### src/rtl/pipe_stage_elastic.sv
// ---------------------------------------------------------------------------
// pipe_stage_elastic
//
// Elastic pipeline register placed between two adjacent LC-3b pipeline
// stages. It replaces an always-load stage register with a valid/ready
// handshake. It also supports:
//   - an optional second (skid) slot,
//   - a synchronous flush for branch/trap redirects,
//   - NOP insertion whenever no valid bundle is held,
//   - a saturating stall counter for performance measurement.
//
// Parameters:
//   WIDTH  width of the packed stage bundle
//   NOP    bundle value presented on out_data while out_valid is 0
//   SKID   1 = two slots with in_ready taken from registered state only,
//          0 = single slot with combinational in_ready
//   CNT_W  width of the stall counter
//
// Ports:
//   clk        stage clock, rising edge
//   rst_n      asynchronous active-low reset
//   in_valid   upstream holds a valid bundle
//   in_ready   this stage accepts a bundle this cycle
//   in_data    upstream bundle
//   flush      synchronous kill of every held bundle
//   out_valid  out_data holds a valid bundle
//   out_ready  downstream accepts this cycle
//   out_data   bundle to downstream, NOP when not valid
//   occupancy  number of held bundles, 0..2
//   stall_cnt  cycles with out_valid=1 and out_ready=0, saturating
// ---------------------------------------------------------------------------
module pipe_stage_elastic #(
   parameter int               WIDTH = 16,
   parameter logic [WIDTH-1:0] NOP   = '0,
   parameter bit               SKID  = 1'b1,
   parameter int               CNT_W = 16
) (
   input  logic             clk,
   input  logic             rst_n,
   input  logic             in_valid,
   output logic             in_ready,
   input  logic [WIDTH-1:0] in_data,
   input  logic             flush,
   output logic             out_valid,
   input  logic             out_ready,
   output logic [WIDTH-1:0] out_data,
   output logic [1:0]       occupancy,
   output logic [CNT_W-1:0] stall_cnt
);

   // The state encoding is the number of held bundles. This lets occupancy
   // be driven directly from the state register.
   typedef enum logic [1:0] {
      EMPTY = 2'd0,
      ONE   = 2'd1,
      TWO   = 2'd2
   } state_t;

   localparam logic [CNT_W-1:0] CNT_MAX = '1;

   state_t           state_q, state_d;
   logic [WIDTH-1:0] main_q, main_d;
   logic [WIDTH-1:0] skid_q, skid_d;
   logic             accept;
   logic             issue;

   // The main slot always holds the oldest bundle, so it is the only slot
   // that is ever presented downstream.
   //
   // With the skid slot enabled, in_ready depends only on registered state.
   // This breaks the ready chain between stages.
   //
   // Without the skid slot, the single slot may refill on the same edge it
   // drains. In that mode TWO is never reached: an accept while ONE needs
   // out_ready, and out_ready there also implies an issue.
   assign out_valid = (state_q != EMPTY);
   assign in_ready  = SKID ? (state_q != TWO) : (!out_valid || out_ready);
   assign accept    = in_valid && in_ready;
   assign issue     = out_valid && out_ready;
   assign out_data  = out_valid ? main_q : NOP;
   assign occupancy = state_q;

   // Next-state and slot-update logic.
   //
   // Flush wins over everything: an accept on the flushing edge is dropped.
   // An issue on that same edge has already been seen by downstream.
   //
   // In ONE with both handshakes, the outgoing bundle is simply overwritten
   // in the main slot. When TWO drains, the skid bundle moves forward so
   // that arrival order is kept.
   always_comb begin
      state_d = state_q;
      main_d  = main_q;
      skid_d  = skid_q;
      if (flush) begin
         state_d = EMPTY;
      end else begin
         case (state_q)
            EMPTY: begin
               if (accept) begin
                  state_d = ONE;
                  main_d  = in_data;
               end
            end
            ONE: begin
               if (accept && issue) begin
                  main_d = in_data;
               end else if (accept) begin
                  state_d = TWO;
                  skid_d  = in_data;
               end else if (issue) begin
                  state_d = EMPTY;
               end
            end
            TWO: begin
               if (issue) begin
                  state_d = ONE;
                  main_d  = skid_q;
               end
            end
            default: begin
               state_d = EMPTY;
            end
         endcase
      end
   end

   // State register. The asynchronous reset empties the stage immediately,
   // so out_valid drops without waiting for a clock edge.
   always_ff @(posedge clk or negedge rst_n) begin
      if (!rst_n) begin
         state_q <= EMPTY;
      end else begin
         state_q <= state_d;
      end
   end

   // Bundle storage. The slot contents do not matter while empty, because
   // out_data is forced to NOP. They are still reset so that simulation
   // never shows X on the slots.
   always_ff @(posedge clk or negedge rst_n) begin
      if (!rst_n) begin
         main_q <= NOP;
         skid_q <= NOP;
      end else begin
         main_q <= main_d;
         skid_q <= skid_d;
      end
   end

   // Stall counter.
   //
   // It counts edges where downstream refuses a valid bundle. An edge that
   // is being flushed is not a real stall, so it is not counted.
   //
   // The counter pins at its maximum value instead of wrapping. Only reset
   // clears it.
   always_ff @(posedge clk or negedge rst_n) begin
      if (!rst_n) begin
         stall_cnt <= '0;
      end else if (out_valid && !out_ready && !flush && (stall_cnt != CNT_MAX)) begin
         stall_cnt <= stall_cnt + 1'b1;
      end
   end

endmodule

### config.mk
export PLATFORM = sky130hd
export DESIGN_NAME = pipe_stage_elastic
export DESIGN_NICKNAME = d
export VERILOG_FILES = /design/src/rtl/pipe_stage_elastic.sv
export SDC_FILE = /design/constraint.sdc
export NUM_CORES = 1
export LEC_CHECK = 0
export CAP_MARGIN = 30
export CORE_MARGIN = 5
export CORE_UTILIZATION = 54
export CTS_CLUSTER_SIZE = 20
export DETAILED_ROUTE_END_ITERATION = 16
export DONT_BUFFER_PORTS = 1
export HOLD_SLACK_MARGIN = 0.15
export PLACE_DENSITY = 0.72
export SLEW_MARGIN = 20
export SYNTH_ARGS = -nofsm -noshare
export SYNTH_HDL_FRONTEND = slang
export SYNTH_SLANG_ARGS = --single-unit
### constraint.sdc
create_clock -name clk -period 2 [get_ports clk]
set_input_delay 0.4 -clock clk [delete_from_list [all_inputs] [get_ports clk]]
set_output_delay 0.4 -clock clk [all_outputs]
set_load 0.1 [all_outputs]
==> results of run 1 <==
[cell usage after synthesis (all sizes together)]
library cell  number  area, um2
or2                1       6.26
o2111ai            1       8.76
o311ai             1       8.76
and2              19        119
xnor2              5       43.8
o211ai             2       15.0
mux2              52        586
and3               3       18.8
o21ai              2       13.8
a31oi              2       12.5
o2111a             2       22.5
nor3               2       20.0
nor4               1       6.26
nand3              6       35.0
nor2               8       30.0
o21a               2       15.0
nand2              6       22.5
or3                2       12.5
clkbuf             1       3.75
nand2b             1       6.26
buf                5       27.5
nor2b              2       12.5
dfrtp             50       1250
and4               3       26.3
o21bai             1       11.3
nand4              3       18.8
ha                 1       12.5
or3b               1       8.76
nand4b             1       8.76
inv                4       15.0
a21oi             10       50.1
mux2i              2       20.0
[where the power goes]
group	leakage (uW)	internal, uW	switching (uW)
Combinational	0.000814	477	884
Clock	0.0000514	373	335
Sequential	0.000596	1230	134
Total	0.00146	2080	1350
[state kept, by name, indices dropped and copies added (netlist names)]
name and cells:
main_q 16, occupancy 2, stall_cnt 16, skid_q 16
[per-layer routing]
metal  wire, um  part of all wire  GRT usage  up-vias
li1           -                 -          -      842
met1       2230              0.37      0.221      912
met2       3330              0.55      0.371       48
met3        348             0.058     0.0660       11
met4        131             0.022     0.0739        0
met5          0                 0          0        -
[what timing repair did]
action / in CTS / in global routing
hold buffers: 3 / 0
resized for setup: 4 / 1
endpoints found under the hold margin: 51 / 0
endpoints found under the setup margin: 17 / 17
setup buffers: 4 / 8
gates cloned: 0 / 0
pin swaps: 1 / 1
[per-stage QoR]
| stage | hold slack (ps) | worst slack, ps | area, um2 | setup TNS [ps] |
|---|---|---|---|---|
| 2_1_floorplan | 104 | -21.9 | 2560 | -21.9 |
| 3_3_place_gp | 106 | 213 | 3150 | 0 |
| 3_5_place_dp | 106 | 143 | 3150 | 0 |
| 4_1_cts | 229 | -4.38 | 3360 | -14.8 |
| 5_1_grt | 213 | -60.0 | 3420 | -323 |
| 6_report | 234 | -9.22 | 3420 | -32.5 |
[logic make-up (layout without fill, tap and decap cells)]
family                   Yosys count  count (layout)  synth area share
AND/OR/NAND/NOR                   59              59             0.142
multiplexers                      54              54             0.245
flip-flops                        50              50             0.507
AO/OA/AOI/OAI                     23              23            0.0639
buffers and inverters             10              70            0.0188
XOR/XNOR                           5               5            0.0177
adder cells (fa/ha/maj)            1               1           0.00507
[final cells by class]
cell class	instances	area [um2]	share of cell area
sequential	50	1280	0.375
multi-input combinational	142	1230	0.359
timing repair buffer	58	711	0.208
clock buffer	6	72.6	0.0212
tap	52	65.1	0.0190
clock inverter	2	37.5	0.0110
inverter	4	22.5	0.00659
[worst max-delay path, delay by kind of cell (launching register included)]
| kind | cells | cell delay [ps] |
|---|---|---|
| and+or+nand+nor | 2 | 370 |
| DFF | 1 | 510 |
| buffers and inverters | 3 | 420 |
[final timing paths]
path | start | end | slack (ps) | cells past startpoint
worst max-delay path | occupancy[0]$_DFFE_PN0P_ | out_data[15] | -9 | 5
worst min-delay path | in_data[3] | skid_q[3]$_DFFE_PN0P_ | 230 | 1
worst max register to register | stall_cnt[1]$_DFFE_PN0P_ | stall_cnt[1]$_DFFE_PN0P_ | 80 | 5
worst min register to register | skid_q[12]$_DFFE_PN0P_ | skid_q[12]$_DFFE_PN0P_ | 510 | 1
max in group asynchronous | rst_n | occupancy[1]$_DFFE_PN0P_ | 1140 | 2
min in group asynchronous | rst_n | skid_q[6]$_DFFE_PN0P_ | 610 | 2
==> results.tsv, run 1 <==
stage	metric	value	unit
clocking	cts.sinks	50	
sta	skew	7.66	ps
sta	fin_ws	-9.22	ps
cells_and_area	nets	283	
global_routing	antenna_found_initial	0	
min_path	hp-class	input port to register	
detailed_routing	totalWireLength	6.04	mm
sta	fin_crit	2010	ps
clocking	clock_path_buffers	2	
sta	finalCritPeriodShare	1.00	
placement	io_buffers	0	
worst_setup_path	crit_top_cell	buf_12	
power	post-layout-total-power	3440	uW
sta	slew_violations	0	
cells_and_area	final_common_cell	mux2_2	
floorplan	initial_utilization	0.563	
detailed_routing	via_per_inst	5.77	
floorplan	die_h	77.6	um
logic_synthesis	yosysSeqAreaShare	0.507	
sta	tightest_slew	408	ps
global_routing	overflow	0	
clocking	clkTransAtPathRegs	90	ps
floorplan	fp.dieW	77.6	um
logic_synthesis	synth_area_per_cell	12.2	um2
logic_synthesis	synth_cells	202	
clocking	cts_root_buf	clkbuf_8	
placement	post-place-cells	291	
detailed_routing	drc	0	
floorplan	num_io_pins	57	
cells_and_area	final_cells	314	
outcome	violations	setup timing	
logic_synthesis	ys_seq_elements	50	
placement	dp_hpwl	4.18	mm
power	power_density	1000	nW/um2
worst_setup_path	critPathMaxFanout	17	
cells_and_area	final_cell_mix	mux2_2, buf_4, dfrtp_1, buf_12, dfrtp_2	
clocking	tritoncts	done	
logic_synthesis	syn_nets	224	
cells_and_area	final_util	0.780	
global_routing	grt.total_usage	0.205	
sta	rsz0062_at_grt	yes	
floorplan	core	4380	um2
worst_setup_path	crit_required	1600	ps
detailed_routing	drtPass1Iterations	4	
worst_setup_path	worstSetupStartpointType	register	
clocking	htree_levels	2	
sta	final-setup-viol-count	4	
detailed_routing	antenna_left	0	
worst_setup_path	cp_slowest_cell	dfrtp_4	
sta	fmax	0.498	GHz
detailed_routing	num_vias	1813	
run	maxCapViolations	0	
worst_setup_path	end_kind	output port	
cells_and_area	n_fill_cell	264	
worst_setup_path	crit_type	register to output port	
cells_and_area	area_delta_synth_final	38.5	%
detailed_routing	dr.first_iter.drc_count	96	
sta	hold_viol	0	
placement	finalWeightedCongestion	0.825	
power	ir_worst_vdd	0.659	mV
logic_synthesis	ys_types	36	
floorplan	die-area	6020	um2
clocking	insertion_delay	310	ps
worst_setup_path	critPathArrivalTime	1610	ps
global_routing	grt_pass1_vias	1994	
detailed_routing	routedWlPerCell	19.2	um
floorplan	num_rows	24	
power	p_leak	0.00146	uW
cells_and_area	diodes	0	
global_routing	grt_max_degree	51	
global_routing	grt_pass1_wl	9.78	mm
logic_synthesis	syn_area	2470	um2
logic_synthesis	ys_warn_count	0	
cells_and_area	drive_above_1_share	0.573	
worst_setup_path	path_cells	nor2_4 > clkinvlp_4 > buf_12 > and2_2 > buf_12	
outcome	status	finished, violations left	
clocking	cts_buffers	5	
worst_setup_path	cpPeakStageDelay	510	ps
sta	relSlewSlack	0.725	
(Power assumes the default switching activity.)
==> run 2: changes to the inputs <==
Settings changed: HOLD_SLACK_MARGIN 0.15 to 0.06.
==> run 2 against run 1 <==
Compared with the run above: the run still ends with setup timing left; routed wire length is 1.6% lower; worst hold slack worse by 81 ps; critical path depth stayed put; setup slack better by 1.8 ps; die area stayed put.
==> results.tsv, run 2 (synthesis gave the netlist of run 1 again) <==
stage	metric	value	unit	change
outcome	status	finished, violations left		
outcome	violations	setup timing		
detailed_routing	antenna_left	0		unchanged
cells_and_area	nets	282		-0.35%
cells_and_area	final_util	0.778		-0.00228
sta	fmax	0.498	GHz	about the same
power	p_leak	0.00146	uW	-0.29%
worst_setup_path	end_kind	output port		
clocking	cts_buffers	5		unchanged
worst_setup_path	critPathArrivalTime	1610	ps	about the same
floorplan	fp.dieW	77.6	um	unchanged
clocking	htree_levels	2		unchanged
placement	dp_hpwl	4.18	mm	unchanged
sta	skew	8.04	ps	+0.376 ps
power	post-layout-total-power	3430	uW	-0.12%
clocking	tritoncts	done		
sta	slew_violations	0		unchanged
detailed_routing	num_vias	1800		-0.72%
clocking	cts.sinks	50		unchanged
cells_and_area	area_delta_synth_final	38.1	%	
cells_and_area	top_regs	main_q (16), skid_q (16), stall_cnt (16)		
power	power_density	1010	nW/um2	+0.17%
sta	fin_ws	-7.41	ps	+1.80 ps
worst_setup_path	crit_required	1600	ps	about the same
placement	io_buffers	0		unchanged
clocking	clock_path_buffers	2		unchanged
sta	fin_crit	2010	ps	-1.80 ps
cells_and_area	diodes	0		unchanged
detailed_routing	drc	0		unchanged
global_routing	grt.total_usage	0.203		-0.00171
global_routing	grt_pass1_vias	1969		-1.3%
cells_and_area	stdcell_area	3410	um2	-0.29%
clocking	clkTransAtPathRegs	80	ps	about the same
sta	tightest_slew	410	ps	+2.00 ps
power	ir_worst_vdd	0.655	mV	-0.56%
global_routing	antenna_found_initial	0		unchanged
global_routing	grt_max_degree	51		unchanged
floorplan	die-area	6020	um2	unchanged
cells_and_area	drive_above_1_share	0.575		+0.00219
clocking	insertion_delay	310	ps	about the same
worst_setup_path	critPathMaxFanout	17		unchanged
detailed_routing	totalWireLength	5.95	mm	-1.6%
sta	rsz0062_at_grt	yes		
cells_and_area	final_cell_mix	mux2_2, buf_4, dfrtp_1, buf_12, dfrtp_2		
floorplan	core	4380	um2	unchanged
worst_setup_path	worstSetupStartpointType	register		
floorplan	die_h	77.6	um	unchanged
worst_setup_path	crit_type	register to output port		
run	maxCapViolations	0		unchanged
placement	finalWeightedCongestion	0.825		unchanged
placement	placed_area	3150	um2	unchanged
sta	finalCritPeriodShare	1.00		about the same
sta	hold_viol	0		unchanged
cells_and_area	final_common_cell	mux2_2		
global_routing	overflow	0		unchanged
clocking	cts_root_buf	clkbuf_8		
floorplan	num_io_pins	57		unchanged
sta	relSlewSlack	0.724		-0.00134
min_path	hp-class	input port to register		
detailed_routing	drtPass1Iterations	4		unchanged
detailed_routing	dr.first_iter.drc_count	87		-9.4%
sta	final-setup-viol-count	4		unchanged
floorplan	num_rows	24		unchanged
detailed_routing	routedWlPerCell	19.0	um	-1.3%
detailed_routing	via_per_inst	5.75		-0.40%
floorplan	initial_utilization	0.563		unchanged
global_routing	grt_pass1_wl	9.70	mm	-0.85%
## run 2: changes by cell type in the layout (fill, tap and decap cells not counted)
cell           delta
dlygate4sd3_1     -1
## run 2: critical path, stage by stage (launching register included)
cell and delay, ps:
dfrtp_4 510, nor2_4 160, clkinvlp_4 110, buf_12 150, and2_2 210, buf_12 160
## run 2: power breakdown
group          switching, uW  internal (uW)  total (uW)
Clock                    335            373         709
Combinational            882            476        1360
Sequential               133           1230        1360
## run 2: path summary, 6_finish.rpt
| kind | slack, ps | depth (start not counted) | start | endpoint |
|---|---|---|---|---|
| worst min-delay path | 150 | 1 | flush | occupancy[0]$_DFFE_PN0P_ |
| worst max register to register | 80 | 5 | stall_cnt[1]$_DFFE_PN0P_ | stall_cnt[1]$_DFFE_PN0P_ |
| worst max-delay path | -7 | 5 | occupancy[0]$_DFFE_PN0P_ | out_data[15] |
| min in group asynchronous | 600 | 2 | rst_n | skid_q[6]$_DFFE_PN0P_ |
| max in group asynchronous | 1150 | 2 | rst_n | occupancy[1]$_DFFE_PN0P_ |
| worst min register to register | 510 | 1 | skid_q[12]$_DFFE_PN0P_ | skid_q[12]$_DFFE_PN0P_ |
## run 2: per-layer routing
metal	routed length, um	GRT usage
met1	2160	0.218
met5	0	0
met4	113	0.0722
met2	3330	0.369
met3	341	0.0660
## run 2: layout make-up
type / instances / area, um2
repair buffers: 57 / 701
clock buffers: 6 / 72.6
well taps: 52 / 65.1
flip-flops and latches: 50 / 1280
fillers: 265 / 975
inverters: 4 / 22.5
clock inverters: 2 / 37.5
multi-input cells: 142 / 1230
## run 2: through the flow
stage                     cells  setup TNS (ps)  hold slack (ps)  setup slack [ps]
after floorplan             202           -21.9              104             -21.9
after global placement      291               0              106               213
after detailed placement    291               0              106               143
after CTS                   305           -14.8              145             -4.38
after global routing        313            -357              130             -61.2
final                       313           -25.4              153             -7.41
## run 2: repair_timing
action,4_1_cts,5_1_grt
hold buffers,2,0
setup endpoints to repair,17,17
gates resized for setup,4,1
hold endpoints to repair,50,0
buffers inserted,4,8
pin swaps,1,1
